**config.mk**
```make
export PLATFORM = sky130hd
export DESIGN_NAME = tx_write_arbiter_256
export DESIGN_NICKNAME = d
export VERILOG_FILES = /design/src/rtl/tx_write_arbiter_256.sv
export SDC_FILE = /design/constraint.sdc
export NUM_CORES = 1
export LEC_CHECK = 0
export ABC_AREA = 0
export ABC_CLOCK_PERIOD_IN_PS = 9250
export CAP_MARGIN = 20
export CORE_AREA = 2 2 661 663
export CTS_CLUSTER_SIZE = 14
export DETAILED_ROUTE_END_ITERATION = 10
export DIE_AREA = 0 0 663 665
export GPL_TIMING_DRIVEN = 0
export HOLD_SLACK_MARGIN = 0.1
export PLACE_DENSITY = 0.32
export SLEW_MARGIN = 10
export SYNTH_ARGS = -nofsm -noshare
export SYNTH_HDL_FRONTEND = slang
export SYNTH_SLANG_ARGS = --single-unit
```
**constraint.sdc**
```tcl
create_clock -name CLK -period 9.25 [get_ports CLK]
set_clock_uncertainty 0.15 [all_clocks]
set_input_delay 1.85 -clock CLK [delete_from_list [all_inputs] [get_ports CLK]]
set_output_delay 1.85 -clock CLK [all_outputs]
set_load 0.01 [all_outputs]
```
**src/rtl/tx_write_arbiter_256.sv**
```systemverilog
// Round-robin arbiter sharing one 256-bit engine TX write path among C_NUM_CHNL channels; grant-to-ENG_TX_REQ is 1 cycle, one write outstanding.
// Backpressure: requests wait until the engine acks and reports sent. Optional beat checking and sticky ERR port: define TX_ARB_BEAT_CHECK_EN.
module tx_write_arbiter_256 #(
   parameter int C_NUM_CHNL   = 4,
   parameter int C_DATA_WIDTH = 256,
   parameter int C_CHNL_W     = (C_NUM_CHNL > 1) ? $clog2(C_NUM_CHNL) : 1
) (
   input  logic                                 CLK,
   input  logic                                 RST,
   input  logic [C_NUM_CHNL-1:0]                CHNL_TX_REQ,
   output logic [C_NUM_CHNL-1:0]                CHNL_TX_REQ_ACK,
   input  logic [64*C_NUM_CHNL-1:0]             CHNL_TX_ADDR,
   input  logic [10*C_NUM_CHNL-1:0]             CHNL_TX_LEN,
   input  logic [C_DATA_WIDTH*C_NUM_CHNL-1:0]   CHNL_TX_DATA,
   output logic [C_NUM_CHNL-1:0]                CHNL_TX_DATA_REN,
   output logic [C_NUM_CHNL-1:0]                CHNL_TX_SENT,
   output logic                                 ENG_TX_REQ,
   input  logic                                 ENG_TX_REQ_ACK,
   output logic [63:0]                          ENG_TX_ADDR,
   output logic [9:0]                           ENG_TX_LEN,
   output logic [C_CHNL_W-1:0]                  ENG_TX_CHNL,
   output logic [C_DATA_WIDTH-1:0]              ENG_TX_DATA,
   input  logic                                 ENG_TX_DATA_REN,
`ifdef TX_ARB_BEAT_CHECK_EN
   input  logic                                 ENG_TX_SENT,
   output logic                                 ERR
`else
   input  logic                                 ENG_TX_SENT
`endif
);

   typedef enum logic [1:0] {S_IDLE, S_REQ, S_XFER} state_t;

   state_t                 state_q;
   logic [C_NUM_CHNL-1:0]  grant_q;
   logic [C_CHNL_W-1:0]    idx_q;
   logic [C_CHNL_W-1:0]    ptr_q;
   logic [63:0]            addr_q;
   logic [9:0]             len_q;
   logic                   eng_req_q;

   logic                   win_vld;
   logic [C_CHNL_W-1:0]    win_idx;
   logic [C_NUM_CHNL-1:0]  win_oh;
   logic [63:0]            win_addr;
   logic [9:0]             win_len;
   int                     cand;

   // First requester at or above the pointer, wrapping past the top channel.
   always_comb begin
      win_vld  = 1'b0;
      win_idx  = '0;
      win_oh   = '0;
      win_addr = '0;
      win_len  = '0;
      cand     = 0;
      for (int k = 0; k < C_NUM_CHNL; k++) begin
         cand = int'(ptr_q) + k;
         if (cand >= C_NUM_CHNL) cand = cand - C_NUM_CHNL;
         if (!win_vld && CHNL_TX_REQ[cand]) begin
            win_vld      = 1'b1;
            win_idx      = cand[C_CHNL_W-1:0];
            win_oh       = '0;
            win_oh[cand] = 1'b1;
            win_addr     = CHNL_TX_ADDR[cand*64 +: 64];
            win_len      = CHNL_TX_LEN[cand*10 +: 10];
         end
      end
   end

   always_ff @(posedge CLK) begin
      if (RST) begin
         state_q   <= S_IDLE;
         grant_q   <= '0;
         idx_q     <= '0;
         ptr_q     <= '0;
         addr_q    <= '0;
         len_q     <= '0;
         eng_req_q <= 1'b0;
      end else begin
         case (state_q)
            S_IDLE: begin
               if (win_vld) begin
                  grant_q   <= win_oh;
                  idx_q     <= win_idx;
                  addr_q    <= win_addr;
                  len_q     <= win_len;
                  eng_req_q <= 1'b1;
                  state_q   <= S_REQ;
               end
            end
            S_REQ: begin
               if (ENG_TX_REQ_ACK) begin
                  eng_req_q <= 1'b0;
                  state_q   <= S_XFER;
               end
            end
            S_XFER: begin
               if (ENG_TX_SENT) begin
                  grant_q <= '0;
                  ptr_q   <= (idx_q == C_CHNL_W'(C_NUM_CHNL - 1)) ? '0 : idx_q + C_CHNL_W'(1);
                  state_q <= S_IDLE;
               end
            end
            default: begin
               grant_q   <= '0;
               eng_req_q <= 1'b0;
               state_q   <= S_IDLE;
            end
         endcase
      end
   end

   assign ENG_TX_REQ       = eng_req_q;
   assign ENG_TX_ADDR      = addr_q;
   assign ENG_TX_LEN       = len_q;
   assign ENG_TX_CHNL      = idx_q;
   assign CHNL_TX_REQ_ACK  = (ENG_TX_REQ_ACK && state_q == S_REQ) ? grant_q : '0;
   assign CHNL_TX_SENT     = (ENG_TX_SENT && state_q == S_XFER) ? grant_q : '0;
   assign CHNL_TX_DATA_REN = ENG_TX_DATA_REN ? grant_q : '0;

   // Grant is one-hot or zero, so an OR-of-selected mux yields 0 when idle.
   always_comb begin
      ENG_TX_DATA = '0;
      for (int i = 0; i < C_NUM_CHNL; i++) begin
         if (grant_q[i]) ENG_TX_DATA = CHNL_TX_DATA[i*C_DATA_WIDTH +: C_DATA_WIDTH];
      end
   end

`ifdef TX_ARB_BEAT_CHECK_EN
   logic [7:0]  beats_q;
   logic [7:0]  beats_d;
   logic        err_q;
   logic        ren_hit;
   logic        sent_hit;
   logic [10:0] len_round;

   assign ren_hit   = ENG_TX_DATA_REN && (|grant_q);
   assign sent_hit  = ENG_TX_SENT && (state_q == S_XFER);
   assign beats_d   = (ren_hit && beats_q != 8'd0) ? beats_q - 8'd1 : beats_q;
   assign len_round = {1'b0, win_len} + 11'd7;

   // SENT is judged after the same-cycle REN, so a final beat alongside SENT is legal.
   always_ff @(posedge CLK) begin
      if (RST) begin
         beats_q <= '0;
         err_q   <= 1'b0;
      end else begin
         if (state_q == S_IDLE && win_vld)
            beats_q <= (win_len == 10'd0) ? 8'd128 : len_round[10:3];
         else
            beats_q <= beats_d;
         if ((ren_hit && beats_q == 8'd0) || (sent_hit && beats_d != 8'd0))
            err_q <= 1'b1;
      end
   end

   assign ERR = err_q;
`endif

endmodule
```
==> results.toml, run 1 <==
[final_layout]
layout_commonest_cell = "clkdlybuf4s50_1"
area_delta_synth_final_pct = 116.8
fill_cells = 50260
final_cell_mix = "clkdlybuf4s50_1, nand2_1, nor2_1, a21oi_1, o21ai_0"
final_area_um2 = 46440
stdcell_count = 10640
post-route-util_pct = 10.72
nets = 6153
drive_gt1_share_pct = 7.854

[grt]
grt-busiest-layer = "met2"
grt_use_met2_pct = 31.64
overflow = 0
gr-usage-all-layers_pct = 17.31
grt_pass1_vias = 35880
grt_max_degree = 20
grt_pass1_wl_mm = 483.1
grt.met3_usage_pct = 3.809
grt_util_met1_pct = 19.51
antenna_found_initial = 267

[die]
boundaryPins = 1674
die_x_um = 663
start_util_pct = 4.943
rows = 242
die_area_um2 = 440900
die_y_um = 665
core_um2 = 433300

[clocking]
ctsHoldBuffers = 0
clock_latency_ps = 430
htreeDepth = 3
clkSlewWorstSetupHoldPaths_ps = 110
cts_buffers = 9
cts-root-buf = "clkbuf_16"
tritoncts = "done"
numClockSinks = 85
post_cts_buffers = 0
ctsResizeCount = 0
cts_buffer_depth = 2

[synth]
synth_top_area_cell = "mux4_2"
synth_area_leaders = "mux4_2, a22oi_1, mux2i_1"
synth_top_area_share_pct = 18.51
synth-seq-cells = 85
ys_async_sr_fraction_pct = 0
yosys_warnings = 0
synth_ff_type = "dfxtp_1"
yosysSeqAreaShare_pct = 7.944
synth_cells = 3095
ys_types = 81
syn_area_um2 = 21420
syn_avg_cell_area_um2 = 6.921
synth_edf_count = 0

[timing]
rsz0062_at_grt = "no"
setup_viol = 0
tightest_slew_ps = 1150
post-route-period-util_pct = 92.35
relSlewSlack_pct = 23.36
fmax_ghz = 0.1171
drv_slew = 0
hold_ws_ps = 327.9
finalHoldViolations = 0
finalCriticalPeriod_ps = 8543

[worst_setup_path]
cp_max_fo = 19
crit_chain = "buf_4 > buf_4 > buf_2 > buf_2 > inv_1 > ha_1 > buf_2 > buf_2 > buf_4 > buf_2 > nor2_1 > fa_1 > clkbuf_1 > nand4bb_1 > a2111oi_2 > a221oi_1 > nor3_1 > a31oi_1 > o21ai_1"
startpoint_type = "flop"
cpLargestDelayFamily = "buffers and inverters"
critical_path_class = "flop to flop"
cp_slowest_cell = "dfxtp_1"
cp.required_ps = 9490
timing.critical_path.buf_inv = 10
crit_top_cell = "buf_2"
worstSetupEndpointType = "flop"
cp.arrival_ps = 8780
max_stage_delay_ps = 670

[placement]
dp_cells = 10530
portBuffers = 1671
place_hpwl_mm = 359.1
dpl-instance-area_um2 = 45870
globalplace.congestion = 0.9701

[flow_run]
maxCapViolations = 0

[drt]
via_count = 37260
ant_nets = 0
firstDrtPassIters = 8
via_per_inst = 3.501
drc = 0
dr.first_iter.drc_count = 3949
finalWirelength_mm = 400.9
wl_per_cell_um = 37.67

[pwr]
ir_worst_vdd_mv = 0.1169
leakagePower_nw = 13.59
fin_total_pwr_mw = 4.739
p_per_area_nw_per_um2 = 102.1

[run_status]
run_status = "completed"

[worst_hold_path]
min_path_type = "flop to flop"
worst paths after layout:
check	endpoint	slack [ps]	depth (start not counted)	from
min reg2reg	ENG_TX_LEN[5]	330	2	ENG_TX_LEN[5]
max reg2reg	ENG_TX_LEN[5]	710	19	ptr_q[0]
min	ENG_TX_LEN[5]	330	2	ENG_TX_LEN[5]
max	ENG_TX_LEN[5]	710	19	ptr_q[0]
where the power goes:
group / internal [mW] / switching [mW]
clock: 0.243 / 0.268
sequential: 0.419 / 0.0496
combinational: 1.46 / 2.30
sequential cells by signal, summed over array words and instances, names as in the netlist:
| name | flops |
|---|---|
| ENG_TX_ADDR | 64 |
| ENG_TX_LEN | 10 |
| grant_q | 4 |
| ENG_TX_CHNL | 2 |
| ptr_q | 2 |
| state_q | 2 |
| ENG_TX_REQ | 1 |
worst register-to-register path, cell delays in order, from the launching register on:
cell and delay (ps):
dfxtp_1 670, buf_4 250, buf_4 230, buf_2 510, buf_2 630, inv_1 570
ha_1 460, buf_2 460, buf_2 570, buf_4 360, buf_2 570, nor2_1 200
fa_1 540, clkbuf_1 520, nand4bb_1 250, a2111oi_2 610, a221oi_1 170, nor3_1 510
a31oi_1 130, o21ai_1 140
per-layer routing:
metal	share of wire, %	vias up
met5	0.16	-
met4	4.3	100
met3	6.6	556
met2	51	2482
met1	38	18770
li1	-	15350
through the flow:
stage / setup slack [ps] / TNS [ps]
floorplan: 4048 / 0
finish: 707.4 / 0
global route: 201.9 / 0
detailed placement: -64.46 / -64.46
global placement: -2206 / -12030
CTS: 475.7 / 0
final cells by class:
cell class	count	area (um^2)	area share [%]
diodes	96	240.2	0.5173
plain buffers	359	1504	3.239
clock buffers	9	225.2	0.4850
clock inverters	7	107.6	0.2317
inverters	15	56.30	0.1213
multi-input cells	2636	18230	39.26
flip-flops and latches	85	1702	3.664
well taps	5734	7174	15.45
repair buffers	1702	17200	37.03
logic make-up after synthesis:
family | after synthesis | share of synthesized area (%)
muxes | 378 | 28.10
and+or+nand+nor | 987 | 18.87
other | 1 | 0.01751
AOI/OAI and AO/OA | 1252 | 36.95
xor gates and xnor gates | 1 | 0.04090
DFF | 85 | 7.944
adders and majority gates | 16 | 0.9697
buffers and inverters | 375 | 7.109
synth_stat cells (4+ instances only):
master / n
nor2b_1: 12
or3_1: 4
mux2i_1: 176
buf_2: 59
nor3_1: 60
a22oi_1: 294
and2_1: 18
o21ai_1: 6
a311oi_1: 16
buf_1: 42
a32oi_1: 54
a21oi_1: 349
o22ai_1: 73
mux4_2: 176
nand2_1: 419
a2111oi_0: 4
o31ai_1: 8
nor2_1: 417
nand3_1: 16
o22ai_2: 11
a221oi_1: 17
clkbuf_1: 252
o21ai_0: 302
mux2_2: 26
ha_1: 15
or2_2: 4
a211oi_1: 56
o211ai_1: 6
o221ai_1: 7
dfxtp_1: 85
a31oi_1: 11
buf_6: 4
inv_1: 12
nand2b_1: 11
(Power assumes the default switching activity.)
==> inputs of run 2 (changes only) <==
Settings changed: ABC_CLOCK_PERIOD_IN_PS 9250 to 8180, CORE_AREA 2 2 661 663 to 2 2 660 662, DIE_AREA 0 0 663 665 to 0 0 662 664.
Clock period 9.25 ns to 8.18 ns, I/O delays scaled along.
==> run 2 against run 1 <==
  * Power rose by 15%
  * Hold slack improved by 8.8 ps
  * Final area rose by 0.48%
  * Die area fell by 0.30%
  * Core utilization rose by 0.067 points
  * Fmax rose by 6.0%
  * Flip-flop and latch count did not move
  * Via count rose by 0.79%
  * Combinational power rose by 16%
  * Sequential power rose by 13%
  * Worst setup slack got worse by 590 ps
  * Routed wire length rose by 3.0%
  * Largest cell class unchanged
  * Highest routed layer unchanged
==> results.toml, run 2 (synthesis results as in run 1) <==
[placement]
place_hpwl_mm = 365.7
portBuffers = 1671
globalplace.congestion = 0.9972
dpl-instance-area_um2 = 46000

[worst_hold_path]
min_path_type = "flop to flop"
hp-start = "ENG_TX_LEN[4]"
hold_path_depth = 2
hold-path-endpoint = "ENG_TX_LEN[4]"

[die]
core_um2 = 432700
rows = 242
die_area_um2 = 439600
die_y_um = 664
start_util_pct = 4.950
die_x_um = 662
boundaryPins = 1674

[final_layout]
layout_commonest_cell = "clkdlybuf4s50_1"
drive_gt1_share_pct = 8.178
multi_input_area_um2 = 18240
final_area_um2 = 46660
post-route-util_pct = 10.78
largest_reg_flops = 64
final_cell_mix = "clkdlybuf4s50_1, nand2_1, nor2_1, a21oi_1, o21ai_0"
area_delta_synth_final_pct = 117.8
area.sequential_um2 = 1702
fill_cells = 50200
nets = 6158

[timing]
setup_viol = 0
tightest_slew_ps = 1236
drv_slew = 0
finalCriticalPeriod_ps = 8059
fmax_ghz = 0.1241
post-route-period-util_pct = 98.53
rsz0062_at_grt = "no"
relSlewSlack_pct = 17.57
finalHoldViolations = 0

[drt]
firstDrtPassIters = 6
wl_per_cell_um = 38.66
dr.first_iter.drc_count = 3971
via_count = 37550
finalWirelength_mm = 412.9
drc = 0
via_per_inst = 3.516
ant_nets = 0

[clocking]
clock_latency_ps = 450
tritoncts = "done"
post_cts_buffers = 0
clkSlewWorstSetupHoldPaths_ps = 110
cts-root-buf = "clkbuf_16"
cts_buffer_depth = 2
cts_buffers = 9
numClockSinks = 85
ctsHoldBuffers = 0
htreeDepth = 3

[grt]
grt_util_met1_pct = 19.86
overflow = 0
grt-busiest-layer = "met2"
gr-usage-all-layers_pct = 17.87
grt_pass1_wl_mm = 491.2
grt_use_met2_pct = 32.26
grt.met3_usage_pct = 3.419
grt_pass1_vias = 35950
antenna_found_initial = 247
grt_max_degree = 20

[worst_setup_path]
cp.arrival_ps = 8280
worstReg2RegEnd = "ENG_TX_LEN[4]"
cp_max_fo = 19
critical_path_class = "flop to flop"
worstSetupEndpointType = "flop"
startpoint_type = "flop"
worst_r2r_path_depth = 17
rr_startpoint = "ptr_q[0]"
r2r_slack_ps = 120
cp.required_ps = 8400

[pwr]
p_seq_share_pct = 9.7
ir_worst_vdd_mv = 0.1219
clkPwrFrac_pct = 10.2
switching_share_pct = 56.08
p_sw_mw = 3.049
p_per_area_nw_per_um2 = 116.5
fin_total_pwr_mw = 5.437
leakagePower_nw = 13.66
p_comb_share_pct = 80.1
p_int_mw = 2.388

[run_status]
run_status = "completed"

[flow_run]
maxCapViolations = 0
run 2: cell types whose count changed in the layout (fill, tap and decap cells not counted), moves of 3 or more:
cell,change
clkbuf_4,+3
clkbuf_2,+8
buf_16,+3
diode_2,+33
buf_12,+3
clkbuf_1,-8
run 2: worst max-delay path by stage:
stage,start,to,cells past startpoint
final,ptr_q[0],ENG_TX_LEN[4],17
after global routing,ptr_q[0],ENG_TX_LEN[4],17
after CTS,ptr_q[0],ENG_TX_LEN[2],20
after detailed placement,ptr_q[0],ENG_TX_LEN[2],21
after global placement,ptr_q[1],ENG_TX_LEN[7],17
after floorplan,ptr_q[0],ENG_TX_LEN[5],20
run 2: stage by stage:
stage	setup WS, ps	setup TNS [ps]	cells	hold WS (ps)
after floorplan	2978	0	3096	321.7
after global placement	-2959	-55570	10500	313.4
after detailed placement	-840.6	-6335	10540	316.4
after CTS	111.5	0	10550	338.7
after global routing	30.94	0	10650	359.4
final	120.6	0	10680	336.7
run 2: critical path, stage by stage (launching register included):
cell	delay (ps)
dfxtp_1	680
buf_4	260
buf_4	410
buf_4	410
inv_1	430
ha_1	360
or2_2	280
clkbuf_2	430
inv_1	290
buf_2	370
buf_1	950
ha_1	400
buf_1	540
clkbuf_1	590
mux4_2	610
o21ai_1	430
o311ai_1	220
o311ai_1	120
run 2: cell type report:
type                       count  area share [%]
buffer                       359           3.266
multi-input combinational   2636           39.08
clock inverter                 7          0.1957
tap                         5734           15.38
timing repair buffer        1707           37.14
clock buffer                   9          0.4827
inverter                      15          0.1207
sequential                    85           3.647
antenna                      129          0.6918
run 2: power by group through the flow:
stage	Clock, mW	Sequential [mW]	Combinational (mW)
after CTS	0.589	0.528	4.38
after floorplan	0	0.537	1.24
after global placement	0	0.536	4.31
after detailed placement	0	0.536	4.36
final	0.554	0.527	4.36
after global routing	0.588	0.533	4.49
run 2: per-layer routing:
layer,part of all wire [%],vias to the layer above
li1,-,15400
met4,5.6,88
met5,0.14,-
met2,51,2559
met3,6.4,633
met1,37,18870
run 2: repair_timing:
item                                    4_1_cts  5_1_grt
resized for setup                             3        2
endpoints found under the setup margin       10        3
hold endpoints to repair                      0        0
==> inputs of run 3 (changes only) <==
Settings changed: GPL_TIMING_DRIVEN 0 to default.
==> run 3 against run 2 <==
  * Critical path depth is 10 lower
  * Final cell count is 3.0% lower
  * First-iteration DRC count is 28% lower
  * Combinational power is 10% lower
  * Hold slack worse by 14 ps
  * Global-route usage is 3.2 points lower
  * Power is 8.3% lower
  * Routed wire length is 18% lower
==> results.toml, run 3 (synthesis results as in run 1) <==
[run_status]
run_status = "completed"

[final_layout]
stdcell_count = 10360
layout_commonest_cell = "clkdlybuf4s50_1"
drive_gt1_share_pct = 7.910
nets = 5853
largest_reg_flops = 64
area_delta_synth_final_pct = 111.7
final_cell_mix = "clkdlybuf4s50_1, nand2_1, nor2_1, a21oi_1, o21ai_0"
final_area_um2 = 45340

[clocking]
ctsHoldBuffers = 0
cts_buffer_depth = 2
htreeDepth = 3
clkSlewWorstSetupHoldPaths_ps = 100
numClockSinks = 85
cts-root-buf = "clkbuf_16"
tritoncts = "done"
ctsResizeCount = 0
post_cts_buffers = 0
cts_buffers = 9
clock_latency_ps = 430

[placement]
dpl-instance-area_um2 = 44750
globalplace.congestion = 0.9510
portBuffers = 1673
place_hpwl_mm = 294.5
post-place-ws_ps = 1160
dp_cells = 10230

[drt]
dr.first_iter.drc_count = 2849
ant_nets = 0
finalWirelength_mm = 339.7
firstDrtPassIters = 6
via_per_inst = 3.314
wl_per_cell_um = 32.77
via_count = 34340
drc = 0

[worst_setup_path]
max_stage_delay_ps = 1070
critical_path_class = "flop to primary output"
cp.required_ps = 6390
cp_max_fo = 116
worst_r2r_path_depth = 13
cp_slowest_cell = "o21ai_0"
startpoint_type = "flop"
crit_chain = "nor2b_4 > buf_12 > a22oi_1 > nor2_1 > a21oi_1 > o21ai_0 > clkdlybuf4s50_1"
worstReg2RegEnd = "ENG_TX_LEN[5]"
cp.arrival_ps = 5110
endpoint = "ENG_TX_DATA[12]"
worstSetupEndpointType = "primary output"
r2r_slack_ps = 2740
rr_startpoint = "ptr_q[0]"
crit_start = "grant_q[0]"

[timing]
setup_tns_ps = 0
setup_viol = 0
drv_slew = 0
fmax_ghz = 0.1450
rsz0062_at_grt = "no"
finalCriticalPeriod_ps = 6896
finalHoldViolations = 0
layout_setup_ws_ps = 1284
relSlewSlack_pct = 18.48
post-route-period-util_pct = 84.30
tightest_slew_ps = 1210

[grt]
grt_max_degree = 148
grt_pass1_vias = 32930
antenna_found_initial = 208
gr-usage-all-layers_pct = 14.64
overflow = 0
grt_pass1_wl_mm = 410.1

[die]
start_util_pct = 4.950
boundaryPins = 1674
die_x_um = 662
rows = 242
die_y_um = 664
core_um2 = 432700
die_area_um2 = 439600

[pwr]
p_per_area_nw_per_um2 = 110.0
fin_total_pwr_mw = 4.987
ir_worst_vdd_mv = 0.1143
leakagePower_nw = 13.06

[flow_run]
maxCapViolations = 0

[worst_hold_path]
min_path_type = "flop to flop"
==> run 3: changes by cell type in the layout (fill, tap and decap cells not counted), moves of 12 or more <==
cell / change
clkbuf_2: -40
diode_2: -12
buf_4: +72
buf_1: -41
clkbuf_1: -211
buf_2: -61
==> run 3: cell type report <==
cell class              count  area (um^2)
clock buffers               9        225.2
well taps                5734         7174
repair buffers           1761        17530
flip-flops and latches     85         1720
clock inverters             7        61.31
fillers                 50210       387300
diodes                    117        292.8
multi-input cells        2636        18280
inverters                  15        58.81
==> run 3: worst max-delay path: cells and delay by family, from the launching register on <==
family | cells | cell delay (ps)
flops | 1 | 770
simple gates | 2 | 880
compound gates | 3 | 1640
buf+inv | 2 | 1020
==> run 3: metal layers <==
layer,vias to the layer above,share of wire [%],global-route usage (%)
met5,-,0.14,0
met4,72,5.7,7.566
met3,451,6.9,3.335
met2,2014,50,26.08
met1,17050,37,16.12
li1,14760,-,-
==> run 3: power breakdown <==
part / switching (mW) / total, mW / internal (mW)
Combinational: 2.29 / 3.92 / 1.63
Clock: 0.303 / 0.516 / 0.213
Sequential: 0.0757 / 0.549 / 0.473
Total: 2.67 / 4.99 / 2.32
==> run 3: how the worst min path moves through the flow <==
stage               depth (start not counted)       startpoint         endpoint
global route                                2  ENG_TX_ADDR[59]  ENG_TX_ADDR[59]
CTS                                         2    ENG_TX_LEN[5]    ENG_TX_LEN[5]
floorplan                                   2    ENG_TX_LEN[5]    ENG_TX_LEN[5]
global placement                            2    ENG_TX_LEN[5]    ENG_TX_LEN[5]
finish                                      2    ENG_TX_LEN[5]    ENG_TX_LEN[5]
detailed placement                          2    ENG_TX_LEN[5]    ENG_TX_LEN[5]
==> run 3: through the flow <==
stage,hold slack [ps],utilization (%)
6_report,322.8,10.48
5_1_grt,356.7,10.46
4_1_cts,327.4,10.41
3_5_place_dp,300.6,10.34
3_3_place_gp,301.2,10.31
2_1_floorplan,321.7,-
